## config.mk

```make
export PLATFORM = sky130hd
export DESIGN_NAME = struct_array_streamer
export DESIGN_NICKNAME = d
export VERILOG_FILES = /design/src/rtl/struct_array_streamer.sv
export SDC_FILE = /design/constraint.sdc
export NUM_CORES = 1
export LEC_CHECK = 0
export ABC_AREA = 1
export BUFFER_PORTS_ARGS = -buffer_cell sky130_fd_sc_hd__buf_4
export CAP_MARGIN = 20
export CORE_ASPECT_RATIO = 0.5
export CORE_UTILIZATION = 47
export DETAILED_ROUTE_END_ITERATION = 6
export PLACE_DENSITY = 0.69
export SYNTH_ARGS = -nofsm -noshare
export SYNTH_HDL_FRONTEND = slang
export SYNTH_SLANG_ARGS = --single-unit
export TNS_END_PERCENT = 30
```

## constraint.sdc

```tcl
create_clock -name clk -period 2.3 [get_ports clk]
set_input_delay 0.345 -clock clk [delete_from_list [all_inputs] [get_ports clk]]
set_output_delay 0.345 -clock clk [all_outputs]
set_load 0.01 [all_outputs]
```

## src/rtl/struct_array_streamer.sv

```systemverilog
// struct_array_streamer
//   Loads a packed array of N records {a,b,c} through a valid/ready handshake,
//   then streams a window of records (start index + count, wrapping modulo N)
//   out one record per output handshake.
//
// Optional feature macro: STRUCT_ARRAY_STREAMER_REVERSE_EN
//   When defined, adds the in_reverse input. A 1 captured at load makes the
//   window walk downwards, (index-1) mod N.
//
// Ports:
//   clk        - clock, all logic on rising edge
//   rst_n      - synchronous active-low reset
//   in_data    - packed records, record i at [i*REC_W +: REC_W], {a,b,c} MSB->LSB
//   in_first   - index of first record to emit (values >= N reduced by N)
//   in_count   - number of records to emit (0 or > N means N)
//   in_valid   - load request
//   in_reverse - (optional) walk the window downwards
//   in_ready   - a load can be accepted this cycle
//   out_a/b/c  - fields of the current record
//   out_index  - array index of the current record
//   out_last   - current record is the last of the window
//   out_valid  - out_* are valid
//   out_ready  - consumer accepts the current record
module struct_array_streamer #(
    parameter int N   = 8,
    parameter int A_W = 1,
    parameter int B_W = 4,
    parameter int C_W = 2,
    localparam int REC_W = A_W + B_W + C_W,
    localparam int IDX_W = $clog2(N),
    localparam int CNT_W = $clog2(N + 1)
) (
    input  logic                 clk,
    input  logic                 rst_n,
    input  logic [N*REC_W-1:0]   in_data,
    input  logic [IDX_W-1:0]     in_first,
    input  logic [CNT_W-1:0]     in_count,
    input  logic                 in_valid,
`ifdef STRUCT_ARRAY_STREAMER_REVERSE_EN
    input  logic                 in_reverse,
`endif
    output logic                 in_ready,
    output logic [A_W-1:0]       out_a,
    output logic [B_W-1:0]       out_b,
    output logic [C_W-1:0]       out_c,
    output logic [IDX_W-1:0]     out_index,
    output logic                 out_last,
    output logic                 out_valid,
    input  logic                 out_ready
);

    typedef enum logic {
        IDLE   = 1'b0,
        STREAM = 1'b1
    } state_t;

    state_t               state;
    logic [N*REC_W-1:0]   hold;
    logic [CNT_W-1:0]     remaining;
    logic                 reverse;

    logic [REC_W-1:0]     in_recs   [N];
    logic [REC_W-1:0]     hold_recs [N];

    logic                 load;
    logic                 fire;
    logic [IDX_W-1:0]     first_n;
    logic [CNT_W-1:0]     count_n;
    logic [IDX_W-1:0]     idx_next;
    logic [REC_W-1:0]     next_rec;

    for (genvar g = 0; g < N; g++) begin : g_rec
        assign in_recs[g]   = in_data[g*REC_W +: REC_W];
        assign hold_recs[g] = hold[g*REC_W +: REC_W];
    end

    assign fire     = out_valid && out_ready;
    assign in_ready = (state == IDLE) || (fire && out_last);
    assign load     = in_valid && in_ready;

    always_comb begin
        // Compare one bit wider so N == 2**IDX_W does not truncate to 0.
        first_n = in_first;
        if ({1'b0, in_first} >= (IDX_W + 1)'(N)) begin
            first_n = IDX_W'({1'b0, in_first} - (IDX_W + 1)'(N));
        end

        count_n = in_count;
        if ((in_count == '0) || (in_count > CNT_W'(N))) begin
            count_n = CNT_W'(N);
        end

        // Explicit wrap keeps non-power-of-two N correct.
        if (reverse) begin
            idx_next = (out_index == '0) ? IDX_W'(N - 1) : out_index - 1'b1;
        end else begin
            idx_next = (out_index == IDX_W'(N - 1)) ? '0 : out_index + 1'b1;
        end

        next_rec = load ? in_recs[first_n] : hold_recs[idx_next];
    end

    always_ff @(posedge clk) begin
        if (!rst_n) begin
            state     <= IDLE;
            hold      <= '0;
            remaining <= '0;
            reverse   <= 1'b0;
            out_valid <= 1'b0;
            out_last  <= 1'b0;
            out_index <= '0;
            out_a     <= '0;
            out_b     <= '0;
            out_c     <= '0;
        end else if (load) begin
            // Load wins over a coincident last-record fire: no bubble.
            state     <= STREAM;
            hold      <= in_data;
            remaining <= count_n;
`ifdef STRUCT_ARRAY_STREAMER_REVERSE_EN
            reverse   <= in_reverse;
`else
            reverse   <= 1'b0;
`endif
            out_valid <= 1'b1;
            out_last  <= (count_n == CNT_W'(1));
            out_index <= first_n;
            out_a     <= next_rec[REC_W-1 -: A_W];
            out_b     <= next_rec[C_W +: B_W];
            out_c     <= next_rec[C_W-1:0];
        end else if (fire) begin
            if (out_last) begin
                state     <= IDLE;
                remaining <= '0;
                out_valid <= 1'b0;
                out_last  <= 1'b0;
            end else begin
                remaining <= remaining - 1'b1;
                out_last  <= (remaining == CNT_W'(2));
                out_index <= idx_next;
                out_a     <= next_rec[REC_W-1 -: A_W];
                out_b     <= next_rec[C_W +: B_W];
                out_c     <= next_rec[C_W-1:0];
            end
        end
    end

endmodule

```

After elaboration in Yosys (flattened, before gate mapping)
Cells that the tools add are included.
{"block": "totals", "ff_bits": 72, "in_bits": 67, "out_inout_bits": 13, "wordCells": 60}
{"block": "op_classes", "addsub": 2, "magnitude_cmp": 3, "eq_ne": 4, "n_mux": 30, "bitwise": 3, "n_reduce_logical": 10}
{"operator": "binary-select mux 7 bit (select 3 bit)", "n": 2}
{"operator": "two-way mux 7 bit", "n": 5}
{"operator": "two-way mux 4 bit", "n": 7}
{"operator": "two-way mux 3 bit", "n": 4}
{"operator": "two-way mux 1 bit", "n": 9}
{"operator": "greater-or-equal comparator 4 bit, second input constant", "n": 2}
{"operator": "inverter 3 -> 4 bit", "n": 2}
{"operator": "two-way mux 2 bit", "n": 3}
{"operator": "equality test 4 x 1 -> 1 bit, second input constant", "n": 1}
{"operator": "equality test 4 x 2 -> 1 bit, second input constant", "n": 1}
{"operator": "greater-than comparator 4 bit, second input constant", "n": 1}
{"operator": "logical NOT 4 bit", "n": 1}
{"operator": "AND reduction 2 bit", "n": 2}
{"operator": "nonzero test 2 bit", "n": 2}
{"operator": "subtractor 4 x 1 -> 4 bit, second input constant", "n": 1}
{"operator": "adder 3 x 1 -> 3 bit, second input constant", "n": 1}
{"operator": "equality test 3 bit, second input constant", "n": 1}
{"operator": "logical AND 1 bit", "n": 3}
{"operator": "logical OR 1 bit", "n": 2}
{"operator": "inequality test 2 x 1 -> 1 bit, second input constant", "n": 1}
{"operator": "inverter 1 bit", "n": 1}

Depth between registers and ports, before layout
Gate-level depths: netlist of the first run.
{"block": "logic_depth", "word_depth": 10, "mapped_depth": 13, "depth_no_buf": 11}

Worst setup path before layout of the first run
Ideal clock, no wire load.
{"block": "synth_timing", "kind": "flip-flop to flip-flop", "startpoint": "reg out_index[0]", "endpoint": "reg out_c[0]", "setup_time_ns": 0.117, "arrival_time_ns": 1.574, "t_required_ns": 2.183, "path_slack_ns": 0.609, "path_stages_with_launch": 14, "n_path_buf": 2, "synth_period_minus_slack_ns": 1.691, "cell_sequence": "dfxtp_1 ha_1 ha_1 inv_1 nand2_1 buf_6 buf_6 nand2_1 nand3_1 nand2_1 nand2_1 nand2_1 nor2_1 nor2_1"}
{"block": "synth_via", "elab_chain_len": 10, "elab_cells_between_ends": 11, "classes_between": "add/sub: 1; eq/ne: 1; mux: 8; bitwise: 1"}
{"item": "from (decl)", "line_no": "46", "rtl": "output logic [IDX_W-1:0] out_index,"}
{"item": "from (signal assigned)", "line_no": "127", "rtl": "out_index <= first_n;"}
{"item": "from (signal assigned)", "line_no": "140", "rtl": "out_index <= idx_next;"}
{"item": "adder 3 x 1 -> 3 bit or equality test 3 bit (tied branches)", "line_no": "97", "rtl": "idx_next = (out_index == IDX_W'(N - 1)) ? '0 : out_index + 1'b1;"}
{"item": "two-way mux 3 bit (*)", "line_no": "97"}
{"item": "inverter 3 -> 4 bit (implied by the code) (*)", "line_no": "100", "rtl": "next_rec = load ? in_recs[first_n] : hold_recs[idx_next];"}
{"item": "binary-select mux 7 bit (select 3 bit) (*)", "line_no": "100"}
{"item": "two-way mux 7 bit (implied by the code) (*) (2 in a row)", "line_no": "100"}
{"item": "two-way mux 7 bit (*)", "line_no": "100"}
{"item": "two-way mux 2 bit", "line_no": "132", "rtl": "if (out_last) begin"}
{"item": "two-way mux 2 bit", "line_no": "131", "rtl": "end else if (fire) begin"}
{"item": "two-way mux 2 bit (*)", "line_no": "115", "rtl": "end else if (load) begin"}
{"item": "to (signal assigned)", "line_no": "130", "rtl": "out_c <= next_rec[C_W-1:0];"}
{"item": "to (signal assigned)", "line_no": "143", "rtl": "out_c <= next_rec[C_W-1:0];"}
{"item": "to (decl)", "line_no": "45", "rtl": "output logic [C_W-1:0] out_c,"}
Every way passes the cells marked *; elsewhere a longest branch is shown, timed or not. The select of a mux whose other input is x is not followed.
A chain may end at the register's enable or synchronous reset.

Worst setup path in the final report of the first run
{"block": "layout_timing", "startpoint": "reg out_index[1]", "endpoint": "reg out_a"}
{"block": "layout_via", "elab_chain_len": 10, "elab_cells_between_ends": 11, "classes_between": "add/sub: 1; eq/ne: 1; mux: 8; bitwise: 1"}
{"item": "adder 3 x 1 -> 3 bit or equality test 3 bit (tied branches)", "line_no": "97"}
{"item": "two-way mux 3 bit (*)", "line_no": "97"}
{"item": "inverter 3 -> 4 bit (implied by the code) (*)", "line_no": "100"}
{"item": "binary-select mux 7 bit (select 3 bit) (*)", "line_no": "100"}
{"item": "two-way mux 7 bit (implied by the code) (*) (2 in a row)", "line_no": "100"}
{"item": "two-way mux 7 bit (*)", "line_no": "100"}
{"item": "two-way mux 1 bit", "line_no": "132"}
{"item": "two-way mux 1 bit", "line_no": "131"}
{"item": "two-way mux 1 bit (*)", "line_no": "115"}
{"item": "to (signal assigned)", "line_no": "128", "rtl": "out_a <= next_rec[REC_W-1 -: A_W];"}
{"item": "to (signal assigned)", "line_no": "141", "rtl": "out_a <= next_rec[REC_W-1 -: A_W];"}
{"item": "to (decl)", "line_no": "43", "rtl": "output logic [A_W-1:0] out_a,"}
Marked as above.

==> results.md, run 1 <==
* Outcome: complete, no violations
* Synth cell types at 23
* Util after Layout at 60.7%
* Final WL at 11.5 mm
* Main synth FF type: dfxtp_1
* Hold Buf Count CTS at 0
* DIE AREA at around 0.0090 sq mm
* First-pass GRT wire length at 18.6 mm
* Top-count cell post-synth: nand2_1
* CTS tree: built
* Post-CTS Setup Bufs at 0
* Remaining Overflow, GRT at 0
* FF-to-FF setup slack at 480 ps
* Maxcap violations at 0
* Synth-to-Final Area Change at 22.3%
* Worst Hold Class: primary input to flip-flop
* # clock sinks at just over 70
* Layout cells sized above 1 at 14.7%
* Area share of the largest cell type after synthesis at approximately 36%
* Vias post-DR at 4,270
* Clk_lat worst skew at 340 ps
* Initial Util at about half
* Power Dens Cells at about 710 mW/mm^2
* Seq/Total Area, Yosys at ~36%
* Final Instance Count excl. Fillers at about 850
* Root buf cell: clkbuf_16
* Antenna-violating nets left at 0
* Hold_sp: in_data[26]
* Cell taking the most area after synthesis: dfxtp_1
* WL/cell at 13.5 um
* 1st-iter DRT viols at 276
* Slew @ Worst Pin at 881 ps
* Setup TNS Final at 0 ps
* CP arrival at roughly 2100 ps
* Core area at 0.00817 sq mm
* # DRC at 0
* Unrepaired setup endpoints after global routing: false
* Asr flop ratio synth at 0%
* Crit path launch: out_index[1]
* Max Freq at 549 MHz
* Syn_nets at 747
* Area contributors post-synth: dfxtp_1, nand2_1, inv_1
* Setup ws final at 480 ps
* FF-to-FF Start: out_index[1]
* Final worst-path cycle share at 79.1%
* Synth warn at 0
* Slew Viols, Final at 0
* GPL Wtd Cong at 0.891
* Count of final setup violators at 0
* Final min period at 1820 ps
* Detailed placement HPWL at 8.14 mm
* PostCTS Resize Cnt at 0
* Largest net degree at the start of global routing at a little over 80
* CTS buffer count at 9
* Final Power at between 0.003 and 0.004 W
* Nets at 807
* Diode count at 0
* Dpl ws at 410 ps
* Final Hold Fails at 0
* Crit path kind: flip-flop to flip-flop
* Syn Inst Count at 676
* Worst-path fanout max at 22
* WP data required at ~2500 ps
* Site Rows at 23
* Setup crit end kind: flip-flop
* Post-Syn Area at 0.00406 sq mm
* Post-synth EDFFs at 0
* IO buf count at 79
* Post-synth top cells: nand2_1, inv_1, dfxtp_1
* CTS Buffer Depth at 2
* Die outline height at 67.7 um
* Leakage at 2.58 nW
* VDD IR-drop max at 0.000376 V
* Slew margin rel. at 41.2%
* Startpoint Class: flip-flop
* Clk slew on worst S/H paths at 60 ps
* Die Wd at 133 um
* Vias per inst at about 5
* Flops & latches, synth at 72
* # IOs at 80
* GRT Overall Usage at a little over a quarter
* H-Tree Depth at 3
* Setup Skew at around 5.4 ps
* Inst Count DP at 837
* Vias in the first global route at 3,730
* First drt pass iteration count at 5
* Number of antenna violations at the first check in global routing at 0
* Syn_area_per_cell at 6.00 sq um
## registers in the layout, summed over array words and instances, names as in the netlist
| signal | flops |
|---|---|
| out_c | 2 |
| out_b | 4 |
| remaining | 4 |
| out_a | 1 |
| out_index | 3 |
| state | 1 |
| out_last | 1 |
| hold | 56 |
## worst max-delay path: stages, from the launching register on
cell,delay [ps]
dfxtp_1,350
ha_1,160
ha_1,170
inv_1,70
nand2_1,270
buf_12,210
nand2_1,60
nand3_1,60
nand2_1,80
nand2_1,70
nand2_1,50
nor2_1,100
nor2_1,50
## per-layer routing
layer | wire length [um] | vias up | GRT usage (%)
met1 | 5620 | 1909 | 37.2
li1 | - | 2200 | -
met4 | 129 | 0 | 6.82
met3 | 797 | 13 | 6.01
met2 | 4980 | 148 | 43.6
met5 | 0 | - | 0
## power by group
part / internal [W] / switching (W) / total (W)
Sequential: 0.00137 / 0.0000480 / 0.00141
Clock: 0.000774 / 0.000519 / 0.00129
Combinational: 0.000327 / 0.000512 / 0.000839
## per-stage QoR
step	hold slack (ps)	cell area (sq um)
after floorplan	429	4060
after global placement	442	4690
after detailed placement	448	4690
after CTS	256	4960
after global routing	262	4960
final	259	4960
## cell usage in the layout (no fill, tap or decap)
cell	count
clkbuf_8	2
o21ai_0	66
nor2_2	3
dfxtp_1	72
o211ai_1	1
nand2_2	2
o21ai_1	1
buf_4	83
inv_2	2
nor2_1	61
inv_1	109
a21oi_1	63
clkbuf_16	9
nand3_1	47
xnor2_1	1
nor3_1	2
nand2_1	201
xor2_1	1
clkinv_2	4
o22ai_1	2
ha_1	4
nand2_4	1
buf_12	3
## path summary, 6_finish.rpt
path                                 end  depth (start not counted)
worst max-delay path               out_a                         12
worst min-delay path            hold[26]                          3
worst max register to register     out_a                         12
worst min register to register  hold[18]                          2
## logic make-up (layout without fill, tap and decap cells)
logic type / after synthesis / after routing / share of synthesized area (%)
xor gates and xnor gates: 2 / 2 / 0.432
AOI/OAI and AO/OA: 133 / 133 / 16.5
and+or+nand+nor: 317 / 317 / 31.3
adders and majority gates: 4 / 4 / 1.23
buffers and inverters: 148 / 212 / 15.0
DFF: 72 / 72 / 35.5
## final cells by class
class / count / area [sq um]
multi-input cells: 456 / 2010
clock buffers: 11 / 253
fillers: 851 / 3210
clock inverters: 4 / 20.0
inverters: 111 / 417
well taps: 112 / 140
repair buffers: 86 / 683
flip-flops and latches: 72 / 1440
Power figures use the tool's default switching activity.
==> run 2, diff against run 1 <==
- PLACE_DENSITY: 0.69 -> 0.71
- clock period: 2.3 -> 1.65 ns (I/O delays scaled with it)
==> run 2 against run 1 <==
  * Fmax up 17%
  * Via count up 1.5%
  * Largest power group is now clock
  * Cell count up 1.9%
  * Wire length up 2.1%
  * Core utilization up 3.7 points
  * Critical path depth down 1
  * Global-route usage down 0.85 points
  * Largest cell class unchanged
  * Critical endpoint is now out_b[1]
  * Non-clock buffer count up 16
==> results.md, run 2 (synthesized netlist as in run 1, its figures left out) <==
* Antenna-violating nets left at 0 (unchanged)
* Power Dens Cells at 1020 mW/mm^2 (+43%)
* Clk slew on worst S/H paths at 50 ps (about the same)
* Startpoint Class: flip-flop
* First drt pass iteration count at 5 (unchanged)
* Layout cells sized above 1 at 17.9% (+3.1 points)
* CTS Buffer Depth at 2 (unchanged)
* Setup Skew at 5.52 ps (+0.138 ps)
* Worst-path fanout max at 6 (-73%)
* CTS buffer count at 9 (unchanged)
* Cell repeated most along the worst path: nand2_1
* Vias in the first global route at 3,690 (-1.1%)
* Slew margin rel. at 73.0% (+32 points)
* # IOs at 80 (unchanged)
* Root buf cell: clkbuf_16
* Final worst-path cycle share at 94.6% (+15 points)
* Most frequent cells in the layout: nand2_1, inv_1, buf_4
* Nets at 823 (+2.0%)
* Largest net degree at the start of global routing at 66 (-20%)
* Site Rows at 23 (unchanged)
* Vias per inst at 4.99 (-0.40%)
* Initial Util at 49.7% (unchanged)
* Maxcap violations at 0 (unchanged)
* Outcome: complete, no violations
* Most common cell after layout, fill and taps aside: nand2_1
* Unrepaired setup endpoints after global routing: true
* Max Freq at 641 MHz (+17%)
* Number of antenna violations at the first check in global routing at 0 (unchanged)
* Diode count at 0 (unchanged)
* Detailed placement HPWL at 8.41 mm (+3.3%)
* Top Registers: hold: 56 flops, out_b: 4 flops, remaining: 4 flops
* Final min period at 1560 ps (-260 ps)
* Final Hold Fails at 0 (unchanged)
* # fillers at 783 (-8.0%)
* Slew @ Worst Pin at 405 ps (-475 ps)
* CTS tree: built
* DIE AREA at 0.00903 sq mm (unchanged)
* Util after Layout at 64.4% (+3.7 points)
* Final WL at 11.8 mm (+2.1%)
* Slowest cell on crit path: dfxtp_2
* Delay-heaviest family, CP: simple AND/OR/NAND/NOR gates
* H-Tree Depth at 3 (unchanged)
* Crit path kind: flip-flop to flip-flop
* Most flops, register: hold
* Setup TNS Final at 0 ps (unchanged)
* PostCTS Resize Cnt at 0 (unchanged)
* CP peak stage delay at 320 ps (-30 ps)
* Critical path cell sequence: ha_2 -> ha_4 -> nor2_4 -> buf_6 -> nand2_1 -> nand3_1 -> nand2_1 -> nand2_1 -> nand2_1 -> nor2_2 -> nor2_1
* Core area at 0.00817 sq mm (unchanged)
* Slew Viols, Final at 0 (unchanged)
* Vias post-DR at 4,333 (+1.5%)
* Remaining Overflow, GRT at 0 (unchanged)
* # DRC at 0 (unchanged)
* Die Wd at 133 um (unchanged)
* VDD IR-drop max at 0.000585 V (+56%)
* # clock sinks at 72 (unchanged)
* GRT Overall Usage at 26.3% (-0.85 points)
* WL/cell at 13.6 um (+0.22%)
* Leakage at 2.70 nW (+4.6%)
* First-pass GRT wire length at 18.1 mm (-2.6%)
* Setup crit end kind: flip-flop
* IO buf count at 79 (unchanged)
* CP bufs+invs at 1 (-1)
* Synth-to-Final Area Change at 29.7%
* Max reg flops at 56 (unchanged)
* Clk_lat worst skew at 340 ps (about the same)
* CP arrival at 1780 ps (-270 ps)
* Die outline height at 67.7 um (unchanged)
* WP data required at 1870 ps (-660 ps)
* 1st-iter DRT viols at 339 (+23%)
* Hold Buf Count CTS at 0 (unchanged)
* GPL Wtd Cong at 0.882 (-1.0%)
* Count of final setup violators at 0 (unchanged)
* Post-CTS Setup Bufs at 0 (unchanged)
* Worst Hold Class: primary input to flip-flop
==> run 2: changes by cell type in the layout (fill, tap and decap cells not counted), moves of 3 or more <==
cell / previous run / this run
nor2_1: 61 / 56
buf_12: 3 / 6
clkinv_2: 4 / 1
buf_6: 0 / 4
nor2_2: 3 / 6
buf_4: 83 / 90
==> run 2: routing by layer <==
metal / vias up / share of wire (%) / GRT usage (%) / wire (um)
li1: 2236 / - / - / -
met1: 1961 / 49 / 36.6 / 5760
met2: 127 / 44 / 41.9 / 5130
met3: 9 / 6.9 / 5.63 / 808
met4: 0 / 0.69 / 5.97 / 81
met5: - / 0 / 0 / 0
==> run 2: worst register-to-register path: cells and delay by family, from the launching register on <==
family | cells | cell delay [ps]
adder cells (fa/ha/maj) | 2 | 360
buffers and inverters | 1 | 150
flip-flops | 1 | 320
AND/OR/NAND/NOR | 8 | 640
==> run 2: stage by stage <==
stage	area [sq um]	hold slack [ps]	instances	setup slack (ps)	power (W)
after global routing	5260	182	868	-24.1	0.00562
after global placement	4830	439	851	42.9	0.00319
after floorplan	4060	385	676	65.6	0.00275
final	5260	164	868	89.8	0.00537
after CTS	5160	164	866	23.1	0.00530
after detailed placement	4830	444	851	27.2	0.00320
==> run 2: cell type report <==
class,instances,area (sq um),share of cell area (%)
clock buffer,12,256,4.87
clock inverter,3,65.1,1.24
inverter,111,417,7.92
multi-input combinational,456,2060,39.1
sequential,72,1440,27.4
tap,112,140,2.66
timing repair buffer,102,881,16.7
==> run 2: final timing paths <==
kind                start        to  slack [ps]  cells after the start
max          out_index[0]  out_b[1]          90                     11
min           in_data[26]  hold[26]         160                      3
max reg2reg  out_index[0]  out_b[1]          90                     11
min reg2reg      hold[35]  hold[35]         450                      2
==> run 2: power by group <==
group | internal, W | total [W] | switching [W]
logic | 0.000533 | 0.00128 | 0.000749
registers | 0.00190 | 0.00197 | 0.0000663
clock network | 0.00139 | 0.00212 | 0.000721
total | 0.00383 | 0.00537 | 0.00154
